==> src/rtl/word_serializer.sv <==
// Word serializer: a DEPTH-entry FIFO of 16-bit words feeding a tick-paced
// serial shifter. Each word goes out as 16 data bits followed by one idle gap tick.
module word_serializer #(
    parameter int DEPTH = 4
) (
    input  logic                     clk,
    input  logic                     rst,
    input  logic                     in_valid,
    input  logic [15:0]              in_data,
    output logic                     in_ready,
    input  logic                     msb_first,
    input  logic                     tick,
    output logic                     ser_out,
    output logic                     ser_valid,
    output logic                     frame,
    output logic                     busy,
    output logic [$clog2(DEPTH):0]   fifo_count
);

    localparam int AW = $clog2(DEPTH);
    localparam logic [AW:0] FULL = (AW+1)'(DEPTH);

    typedef enum logic [1:0] {IDLE, SHIFT, GAP} state_t;

    state_t         state, state_nx;
    logic [15:0]    mem [DEPTH];
    logic [AW-1:0]  wr_ptr, rd_ptr;
    logic [15:0]    shifter;
    logic           msb_lat;
    logic [3:0]     bit_cnt;
    logic           push, pop;

    assign in_ready = (fifo_count < FULL) && !rst;
    assign push     = in_valid && in_ready;
    // Pop looks only at the count held at cycle start, so a word pushed
    // into an empty FIFO is visible to the FSM one cycle later.
    assign pop      = (state == IDLE) && (fifo_count != '0);

    always_ff @(posedge clk) begin
        if (push)
            mem[wr_ptr] <= in_data;
    end

    always_ff @(posedge clk) begin
        if (rst) begin
            wr_ptr     <= '0;
            rd_ptr     <= '0;
            fifo_count <= '0;
        end else begin
            if (push)
                wr_ptr <= wr_ptr + AW'(1);
            if (pop)
                rd_ptr <= rd_ptr + AW'(1);
            case ({push, pop})
                2'b10:   fifo_count <= fifo_count + (AW+1)'(1);
                2'b01:   fifo_count <= fifo_count - (AW+1)'(1);
                default: fifo_count <= fifo_count;
            endcase
        end
    end

    always_ff @(posedge clk) begin
        if (rst)
            state <= IDLE;
        else
            state <= state_nx;
    end

    always_comb begin
        state_nx = state;
        case (state)
            IDLE:    if (fifo_count != '0) state_nx = SHIFT;
            SHIFT:   if (tick && bit_cnt == 4'd15) state_nx = GAP;
            GAP:     if (tick) state_nx = IDLE;
            default: state_nx = IDLE;
        endcase
    end

    // Shift toward whichever end drives the line for this word.
    always_ff @(posedge clk) begin
        if (rst) begin
            shifter <= '0;
            msb_lat <= 1'b0;
            bit_cnt <= '0;
        end else if (pop) begin
            shifter <= mem[rd_ptr];
            msb_lat <= msb_first;
            bit_cnt <= '0;
        end else if (state == SHIFT && tick && bit_cnt != 4'd15) begin
            shifter <= msb_lat ? {shifter[14:0], 1'b0} : {1'b0, shifter[15:1]};
            bit_cnt <= bit_cnt + 4'd1;
        end
    end

    always_comb begin
        ser_out   = 1'b1;
        ser_valid = 1'b0;
        frame     = 1'b0;
        if (state == SHIFT) begin
            ser_out   = msb_lat ? shifter[15] : shifter[0];
            ser_valid = 1'b1;
            frame     = (bit_cnt == 4'd0);
        end
    end

    assign busy = (state != IDLE) || (fifo_count != '0);

endmodule

==> config.mk <==
export PLATFORM = sky130hd
export DESIGN_NAME = word_serializer
export DESIGN_NICKNAME = d
export VERILOG_FILES = /design/src/rtl/word_serializer.sv
export SDC_FILE = /design/constraint.sdc
export NUM_CORES = 1
export LEC_CHECK = 0
export CORE_MARGIN = 5
export CORE_UTILIZATION = 55
export DETAILED_ROUTE_END_ITERATION = 8
export PLACE_DENSITY = 0.8
export REMOVE_ABC_BUFFERS = 1
export SLEW_MARGIN = 25
export SYNTH_ARGS = -nofsm -noshare
export SYNTH_HDL_FRONTEND = slang
export SYNTH_SLANG_ARGS = --single-unit
==> constraint.sdc <==
create_clock -name clk -period 3.2 [get_ports clk]
set_input_delay 0.48 -clock clk [delete_from_list [all_inputs] [get_ports clk]]
set_output_delay 0.48 -clock clk [all_outputs]
set_load 0.05 [all_outputs]
==> run summary, run 1 <==
### Place
* Placed Cells incl. Taps: 409
* number of I/O port buffers: 28
* worst slack at placement: 0.563 ns
* global placer's final weighted congestion: 0.742
* Post-DP HPWL: 4.56 mm

### Global route
* antenna violations before repair: 0
* remaining global-route overflow: 0
* overall global routing resource usage: 17.2%
* routing layer with the top usage in global route: met2
* largest net degree at the start of global routing: 33
* vias in the first global route: 2442
* met2 track utilization from global routing: 25.6%
* met3 capacity usage during global routing: 3.99%
* global-route wire length before repair: 11.9 mm
* met1 capacity usage during global routing: 23.6%

### Min path
* startpoint of the worst hold path: rd_ptr[1]
* Hold WC Path Type: register to register
* Min-Delay Path Depth: 2

### Logic synthesis
* share of the yosys chip area belonging to registers: 62.8%
* distinct cell type count after synthesis: 42
* prevailing post-synth register cell: sky130_fd_sc_hd__edfxtp_1
* YS warnings: 0
* Gate Count Post-Synth: 295
* synthesized area per cell: 13.8 um2
* Post-synth EDFFs: 64
* share of async-settable or async-resettable flops after synthesis: 0%
* #FFs+latches synth: 96
* combined area of all synthesized cells: 4080 um2

### Setup path
* reg-to-reg setup timing slack: 0.87 ns
* WP buf/inv: 1
* crit start category: register
* reg2reg path depth: 9
* endpoint arrival time on the critical path: 2.08 ns
* Levels on crit path: 3
* Crit Path Max Fanout: 7
* capturing point of the worst reg2reg path: fifo_count[2]
* startpoint of the lowest-slack register-to-register path: state[1]
* Slowest-stage cell, CP: sky130_fd_sc_hd__clkdlybuf4s50_1
* required time of the critical path: 2.72 ns
* nature of the critical path endpoint: primary output
* largest delay contributor family on the critical path: buffers and inverters
* maximum single-stage delay on the critical path: 0.86 ns
* worst setup path class: register to primary output
* cell-by-cell trace of the critical path: nand2b_1 -> nor4b_1 -> clkdlybuf4s50_1

### Finish
* Layout Area Growth over Synthesis: 13.5%
* Antenna diodes: 0
* final net count: 350
* total of fill cells in the finished design: 538
* post-route non-filler standard cell count: 425
* share of post-route cells with drive strength above 1: 13.2%
* highest-count cells in the layout ignoring fill and taps: sky130_fd_sc_hd__edfxtp_1 (64), sky130_fd_sc_hd__dfxtp_1 (32), sky130_fd_sc_hd__clkdlybuf4s50_1 (28)
* Final Util: 63.8%
* commonest non-fill, non-tap cell in the layout: sky130_fd_sc_hd__edfxtp_1

### CTS
* Clock Tree Buf Depth: 2
* clock sink total: 96
* clock root buffer master: sky130_fd_sc_hd__clkbuf_8
* Max H-tree Level: 3
* count of hold buffers inserted by post-cts repair: 0
* clock insertion delay at the later pin of the skew report: 0.36 ns
* number of buffers created by CTS: 9
* clock tree from TritonCTS: yes
* register clock-pin slew on the reported worst setup and hold paths: 0.10 ns
* number of post-CTS setup repair buffers: 0
* count of instances resized after the clock tree is built: 0

### Timing
* Final TNS setup: 0 ns
* Clock Skew: 0.0106 ns
* number of endpoints with negative hold slack in the final report: 0
* post-layout worst setup margin: 0.635 ns
* RSZ-0062 raised after global routing: false
* worst slew margin relative to its limit: 48.7%
* fmax: 390 MHz
* final-report setup violation count: 0
* Tightest Pin Transition: 0.769 ns
* minimum period implied by the final worst setup slack: 2.56 ns
* part of the cycle the worst path needs: 80.1%
* Slew Viols, Final: 0

### Floorplanning
* initial core utilization: 56.3%
* die extent in y: 96.1 um
* ports placed on the boundary: 29
* die boundary width: 96.1 um
* area of the die: 9240 um2
* area of the core region: 7250 um2
* number of standard-cell rows in the floorplan: 31

### Power
* leakage power total: 1.54 nW
* Max IR drop VDD: 366 uV
* Design Power: 0.00357 W
* power density over the cells: 771 nW/um2

### Detailed routing
* Starting DRT DRC Count: 229
* DR DRC count: 0
* post-detailed-routing wire length: 7.10 mm
* Via-to-Cell Ratio: 5.81
* drt pass-1 iters: 4
* post-detailed-route wirelength per cell: 16.7 um
* vias: 2469
* Detail Route Antenna Nets: 0

### Job
* number of max-cap violations: 0

### Run status
* status: completed

## layout make-up
cell class	instances	area (um2)	share of cell area, %
Multi-Input combinational cell	153	1310	28.3
Inverter	25	93.8	2.03
Timing Repair Buffer	36	340	7.35
Tap cell	99	124	2.67
Sequential cell	96	2560	55.3
Clock buffer	10	128	2.76
Clock inverter	6	70.1	1.51
## flip-flops by register name (all words and copies together), names as in the netlist, named ones only
name,count
shifter,16
fifo_count,3
wr_ptr,2
mem,64
msb_lat,1
state,2
bit_cnt,4
rd_ptr,2
## routing by layer
layer,wire [um],vias to the layer above,share of wire (%)
li1,-,1186,-
met1,3190,1208,45
met2,3360,65,47
met3,398,10,5.6
met4,151,0,2.1
met5,0,-,0
## cell families after synthesis
logic type                 after synthesis  synth area share (%)
DFF                                     96                  62.8
AOI/OAI and AO/OA                       67                  11.3
and+or+nand+nor                         58                  8.49
buffers and inverters                   46                  5.03
muxes                                   17                  9.08
adders and majority gates                8                  2.64
xor gates and xnor gates                 3                 0.644
## through the flow
stage	instance area, um2	hold slack (ns)
2_1_floorplan	3970	0.445
3_3_place_gp	4430	0.462
3_5_place_dp	4430	0.488
4_1_cts	4630	0.499
6_report	4630	0.500
5_1_grt	4630	0.536
## tightest hold or removal path, stage by stage (launching register included)
cell and delay (ns):
sky130_fd_sc_hd__dfxtp_1 0.32, sky130_fd_sc_hd__o31ai_1 0.06, sky130_fd_sc_hd__a21oi_1 0.07
## power breakdown
part	internal, W	total (W)	switching [W]
combinational	0.000501	0.00116	0.000656
clock	0.000367	0.000786	0.000419
sequential	0.00150	0.00163	0.000128
## cell usage after synthesis, drive strengths merged, types with 2 or more instances
master	number	area [um2]
nand2	5	18.8
ha	7	87.6
a21oi	23	115
nor2b	15	93.8
a311oi	2	17.5
nor3	5	25.0
mux4	16	360
o21ai	8	40.0
nor2	6	22.5
edfxtp	64	1920
a2111oi	14	123
dfxtp	32	641
buf	8	62.6
xor2	2	17.5
clkbuf	13	48.8
and2	4	25.0
or3	3	25.0
nand4	2	12.5
o31ai	3	22.5
inv	25	93.8
or4	2	15.0
nand3	7	35.0
o32ai	14	123
## worst max-delay path by stage
stage          startpoint       endpoint  slack (ns)
4_1_cts          state[1]          frame        0.62
3_5_place_dp          rst  fifo_count[2]        0.56
5_1_grt          state[0]          frame        0.49
6_report         state[1]          frame        0.64
2_1_floorplan    state[1]          frame        0.55
3_3_place_gp          rst       in_ready        0.71
Power figures use the tool's default switching activity.
==> inputs of run 2 (changes only) <==
--- a/config.mk
+++ b/config.mk
@@ -6,7 +6,7 @@
 export NUM_CORES = 1
 export LEC_CHECK = 0
 export CORE_MARGIN = 5
-export CORE_UTILIZATION = 55
+export CORE_UTILIZATION = 52
 export DETAILED_ROUTE_END_ITERATION = 8
 export PLACE_DENSITY = 0.8
 export REMOVE_ABC_BUFFERS = 1
==> constraint.sdc (replaced) <==
create_clock -name clk -period 2.1 [get_ports clk]
set_input_delay 0.315 -clock clk [delete_from_list [all_inputs] [get_ports clk]]
set_output_delay 0.315 -clock clk [all_outputs]
set_load 0.05 [all_outputs]
==> run 2 against run 1 <==
  * First-iteration DRC count shrank 20%
  * Clock skew rose by 0.0019 ns
  * Flip-flop and latch count is the same
  * Critical path depth grew 6
  * Power is 59% higher
  * Largest power group unchanged
  * Sequential share of layout area down 2.4 points
  * Design area increased by 4.6%
  * Setup slack got worse by 0.53 ns
  * Critical path type is now register to register
  * Final cell count up 4.2%
==> run summary, run 2 (synthesis results as in run 1) <==
### Timing
* final-report setup violation count: 0
* number of endpoints with negative hold slack in the final report: 0
* Slew Viols, Final: 0
* Tightest Pin Transition: 0.605 ns
* Worst Hold Slack: 0.493 ns
* RSZ-0062 raised after global routing: false
* fmax: 502 MHz
* minimum period implied by the final worst setup slack: 1.99 ns
* Clock Skew: 0.0125 ns
* worst slew margin relative to its limit: 59.7%
* Final TNS setup: 0 ns
* part of the cycle the worst path needs: 94.9%

### Run status
* status: completed

### Place
* global placer's final weighted congestion: 0.741
* number of I/O port buffers: 28
* Post-DP HPWL: 4.71 mm
* placement-stage cell area: 4620 um2

### Finish
* highest-count cells in the layout ignoring fill and taps: sky130_fd_sc_hd__edfxtp_1 (64), sky130_fd_sc_hd__dfxtp_1 (30), sky130_fd_sc_hd__inv_1 (24)
* Antenna diodes: 0
* Final Util: 63.0%
* final net count: 365
* share of post-route cells with drive strength above 1: 21.4%
* most flop-heavy register: mem
* post-layout instance area: 4840 um2
* commonest non-fill, non-tap cell in the layout: sky130_fd_sc_hd__edfxtp_1
* Layout Area Growth over Synthesis: 18.7%
* registers with the most flip-flops: mem x64, shifter x16, bit_cnt x4
* number of flip-flops in the largest register: 64

### Floorplanning
* initial core utilization: 53.1%
* area of the die: 9720 um2
* die extent in y: 98.6 um
* ports placed on the boundary: 29
* die boundary width: 98.6 um
* number of standard-cell rows in the floorplan: 32
* area of the core region: 7690 um2

### Global route
* vias in the first global route: 2500
* remaining global-route overflow: 0
* antenna violations before repair: 0
* largest net degree at the start of global routing: 32
* global-route wire length before repair: 12.3 mm
* overall global routing resource usage: 16.0%

### CTS
* clock root buffer master: sky130_fd_sc_hd__clkbuf_8
* register clock-pin slew on the reported worst setup and hold paths: 0.10 ns
* clock tree from TritonCTS: yes
* clock sink total: 96
* clock insertion delay at the later pin of the skew report: 0.36 ns
* Max H-tree Level: 3
* number of buffers created by CTS: 9
* number of post-CTS setup repair buffers: 0
* Clock Tree Buf Depth: 2

### Setup path
* required time of the critical path: 2.40 ns
* Slowest-stage cell, CP: sky130_fd_sc_hd__or3_4
* nature of the critical path endpoint: register
* crit start category: register
* maximum single-stage delay on the critical path: 0.42 ns
* cell-by-cell trace of the critical path: or3_4 -> nand2_4 -> inv_1 -> ha_2 -> inv_2 -> fa_2 -> xor2_1 -> or3_2 -> a21oi_2
* critical path startpoint: fifo_count[0]
* startpoint of the lowest-slack register-to-register path: fifo_count[0]
* Crit Path Max Fanout: 4
* worst setup path class: register to register
* endpoint arrival time on the critical path: 2.29 ns

### Min path
* startpoint of the worst hold path: msb_lat
* Hold WC Path Type: register to register

### Detailed routing
* vias: 2517
* post-detailed-routing wire length: 7.22 mm
* DR DRC count: 0
* Detail Route Antenna Nets: 0
* Via-to-Cell Ratio: 5.68
* Starting DRT DRC Count: 183
* post-detailed-route wirelength per cell: 16.3 um
* drt pass-1 iters: 4

### Job
* number of max-cap violations: 0

### Power
* leakage power total: 1.66 nW
* power density over the cells: 1170 nW/um2
* Design Power: 0.00566 W
* Max IR drop VDD: 524 uV

-- run 2: cell count changes in the layout (fill, tap and decap cells not counted), sizes merged --
cell           before  now
buf                 8   28
inv                26   29
clkinvlp            2    0
clkdlybuf4s50      28   23
clkbuf             10    9
bufinv              1    0
clkinv              2    3
-- run 2: where the power goes --
group	internal [W]	switching, W
clock	0.000466	0.000687
sequential	0.00229	0.000144
combinational	0.000948	0.00113
-- run 2: timing repair --
item,4_1_cts,5_1_grt
hold buffers,0,0
gates resized for setup,0,10
endpoints found under the hold margin,0,0
endpoints found under the setup margin,0,2
-- run 2: per-stage QoR --
| stage | worst slack (ns) | cells |
|---|---|---|
| 6_report | 0.108 | 443 |
| 5_1_grt | 0.0242 | 443 |
| 4_1_cts | 0.0275 | 443 |
| 3_5_place_dp | -0.207 | 427 |
| 3_3_place_gp | -0.136 | 427 |
| 2_1_floorplan | -0.381 | 274 |
-- run 2: routing by layer --
layer,up-vias,share of wire (%),track usage (%)
li1,1217,-,-
met1,1223,45,21.3
met2,65,49,25.5
met3,12,4.8,4.88
met4,0,1.6,5.04
met5,-,0,0
-- run 2: area by class of cell --
| cell class | count | area [um2] |
|---|---|---|
| sequential | 96 | 2560 |
| fill | 591 | 2840 |
| inverter | 25 | 93.8 |
| clock buffer | 9 | 124 |
| tap | 102 | 128 |
| timing repair buffer | 51 | 528 |
| clock inverter | 7 | 68.8 |
| multi-input combinational | 153 | 1340 |
-- run 2: final timing paths --
path,endpoint,slack [ns],cells past startpoint
worst max-delay path,fifo_count[2],0.11,9
worst min-delay path,msb_lat,0.49,2
worst max register to register,fifo_count[2],0.11,9
worst min register to register,msb_lat,0.49,2
-- run 2: critical path, delay by kind of cell (launching register included) --
family                   cells  cell delay [ns]
flip-flops                   1             0.34
AO/OA/AOI/OAI                1             0.14
adder cells (fa/ha/maj)      2             0.37
buffers and inverters        2             0.10
XOR/XNOR                     1             0.07
AND/OR/NAND/NOR              3             0.92
==> inputs of run 3 (changes only) <==
--- a/config.mk
+++ b/config.mk
@@ -5,7 +5,6 @@
 export SDC_FILE = /design/constraint.sdc
 export NUM_CORES = 1
 export LEC_CHECK = 0
-export CORE_MARGIN = 5
 export CORE_UTILIZATION = 52
 export DETAILED_ROUTE_END_ITERATION = 8
 export PLACE_DENSITY = 0.8
==> run 3 against run 2 <==
  * Die area fell by 16%
  * Clock power about the same
  * Global-route usage rose by 3.1 points
  * Fmax decreased by 0.71%
  * Clock-buffer cell count unchanged
  * Setup slack got worse by 0.014 ns
  * Combinational power decreased by 2%
  * Final cell count is 0.45% lower
  * Design area about the same
  * Routed wire length up 3.3%
  * Sequential power about the same
  * Via count is 1.8% higher
==> run summary, run 3 (synthesis results as in run 1) <==
### Floorplanning
* die extent in y: 90.6 um
* area of the die: 8200 um2
* ports placed on the boundary: 29
* die boundary width: 90.6 um
* initial core utilization: 55.1%
* number of standard-cell rows in the floorplan: 31
* area of the core region: 7410 um2

### Global route
* vias in the first global route: 2610
* global-route wire length before repair: 12.1 mm
* antenna violations before repair: 0
* largest net degree at the start of global routing: 33
* remaining global-route overflow: 0
* overall global routing resource usage: 19.1%

### CTS
* clock insertion delay at the later pin of the skew report: 0.36 ns
* number of buffers created by CTS: 9
* clock sink total: 96
* Max H-tree Level: 3
* register clock-pin slew on the reported worst setup and hold paths: 0.10 ns
* clock root buffer master: sky130_fd_sc_hd__clkbuf_8
* Clock Tree Buf Depth: 2
* clock tree from TritonCTS: yes
* number of post-CTS setup repair buffers: 0

### Job
* number of max-cap violations: 0

### Setup path
* Crit Path Max Fanout: 4
* worst setup path class: register to register
* crit start category: register
* nature of the critical path endpoint: register
* required time of the critical path: 2.40 ns
* endpoint arrival time on the critical path: 2.31 ns

### Timing
* final-report setup violation count: 0
* part of the cycle the worst path needs: 95.5%
* Clock Skew: 0.00960 ns
* RSZ-0062 raised after global routing: true
* minimum period implied by the final worst setup slack: 2.01 ns
* number of endpoints with negative hold slack in the final report: 0
* post-layout worst setup margin: 0.0936 ns
* Tightest Pin Transition: 0.627 ns
* fmax: 498 MHz
* Slew Viols, Final: 0
* worst slew margin relative to its limit: 58.2%

### Finish
* number of flip-flops in the largest register: 64
* final net count: 366
* Antenna diodes: 0
* registers with the most flip-flops: mem x64, shifter x16, bit_cnt x4
* most flop-heavy register: mem
* Layout Area Growth over Synthesis: 18.7%
* highest-count cells in the layout ignoring fill and taps: sky130_fd_sc_hd__edfxtp_1 (64), sky130_fd_sc_hd__dfxtp_1 (31), sky130_fd_sc_hd__inv_1 (24)
* commonest non-fill, non-tap cell in the layout: sky130_fd_sc_hd__edfxtp_1
* post-layout instance area: 4840 um2
* share of post-route cells with drive strength above 1: 20.8%
* post-route non-filler standard cell count: 441

### Place
* Post-DP HPWL: 4.87 mm
* worst slack at placement: -0.215 ns
* number of I/O port buffers: 28
* Placed Cells incl. Taps: 425
* placement-stage cell area: 4630 um2
* global placer's final weighted congestion: 0.769

### Detailed routing
* Detail Route Antenna Nets: 0
* post-detailed-routing wire length: 7.46 mm
* vias: 2563
* Starting DRT DRC Count: 195
* post-detailed-route wirelength per cell: 16.9 um
* DR DRC count: 0
* Via-to-Cell Ratio: 5.81
* drt pass-1 iters: 5

### Power
* sw frac: 34.7%
* Clk network pwr share: 20.5%
* internal power of the cells: 0.00370 W
* power density over the cells: 1170 nW/um2
* relative contribution of combinational cells to total power: 36.0%
* net switching power of the design: 0.00197 W
* leakage power total: 1.66 nW
* relative contribution of sequential cells to total power: 43.4%
* Max IR drop VDD: 591 uV

### Run status
* status: completed

### Min path
* Hold WC Path Type: register to register

[run 3: changes by cell type in the layout (fill, tap and decap cells not counted), sizes merged]
cell      change
buf           +1
clkinv        -1
clkinvlp      +1
[run 3: timing repair]
action	4_1_cts	5_1_grt
hold buffers	0	0
gates resized for setup	1	6
endpoints found under the setup margin	1	2
hold endpoints to repair	0	0
pin swaps	0	1
[run 3: worst max-delay path, cell delays in order, from the launching register on]
cell,delay (ns)
sky130_fd_sc_hd__dfxtp_1,0.32
sky130_fd_sc_hd__or3_4,0.41
sky130_fd_sc_hd__nand2_2,0.09
sky130_fd_sc_hd__inv_1,0.04
sky130_fd_sc_hd__ha_1,0.20
sky130_fd_sc_hd__inv_2,0.07
sky130_fd_sc_hd__fa_2,0.19
sky130_fd_sc_hd__xor2_1,0.07
sky130_fd_sc_hd__or3_2,0.42
sky130_fd_sc_hd__a21oi_2,0.13
[run 3: through the flow]
step           util, %  power [W]  hold slack [ns]  setup TNS, ns
4_1_cts           65.1    0.00567            0.490              0
3_5_place_dp      62.5    0.00451            0.476         -0.215
2_1_floorplan        -    0.00375            0.384         -0.698
6_report          65.4    0.00567            0.490              0
3_3_place_gp      62.5    0.00444            0.469         -0.136
5_1_grt           65.4    0.00597            0.508       -0.00654
[run 3: layout make-up]
| class | instances | area (um2) |
|---|---|---|
| sequential | 96 | 2570 |
| timing repair buffer | 52 | 536 |
| multi-input combinational | 153 | 1330 |
| clock buffer | 9 | 124 |
| inverter | 25 | 93.8 |
| fill | 524 | 2560 |
| clock inverter | 7 | 72.6 |
| tap | 99 | 124 |
[run 3: power groups by stage]
stage | logic (W) | clock network, W | registers, W
after floorplan | 0.00114 | 0 | 0.00261
after global placement | 0.00196 | 0 | 0.00248
after detailed placement | 0.00202 | 0 | 0.00249
after CTS | 0.00203 | 0.00119 | 0.00245
after global routing | 0.00222 | 0.00126 | 0.00249
final | 0.00204 | 0.00116 | 0.00246
[run 3: worst paths after layout]
check | end | cells after the start | slack (ns) | startpoint
worst max-delay path | fifo_count[2] | 9 | 0.09 | fifo_count[2]
worst min-delay path | rd_ptr[1] | 2 | 0.49 | rd_ptr[1]
worst max register to register | fifo_count[2] | 9 | 0.09 | fifo_count[2]
worst min register to register | rd_ptr[1] | 2 | 0.49 | rd_ptr[1]
[run 3: metal layers]
layer	part of all wire, %	vias to the layer above	GRT usage [%]	wire [um]
met2	50	66	33.0	3730
met3	4.9	14	4.55	362
met5	0	-	0	0
met4	1.8	0	7.53	133
met1	43	1262	23.1	3230
li1	-	1221	-	-
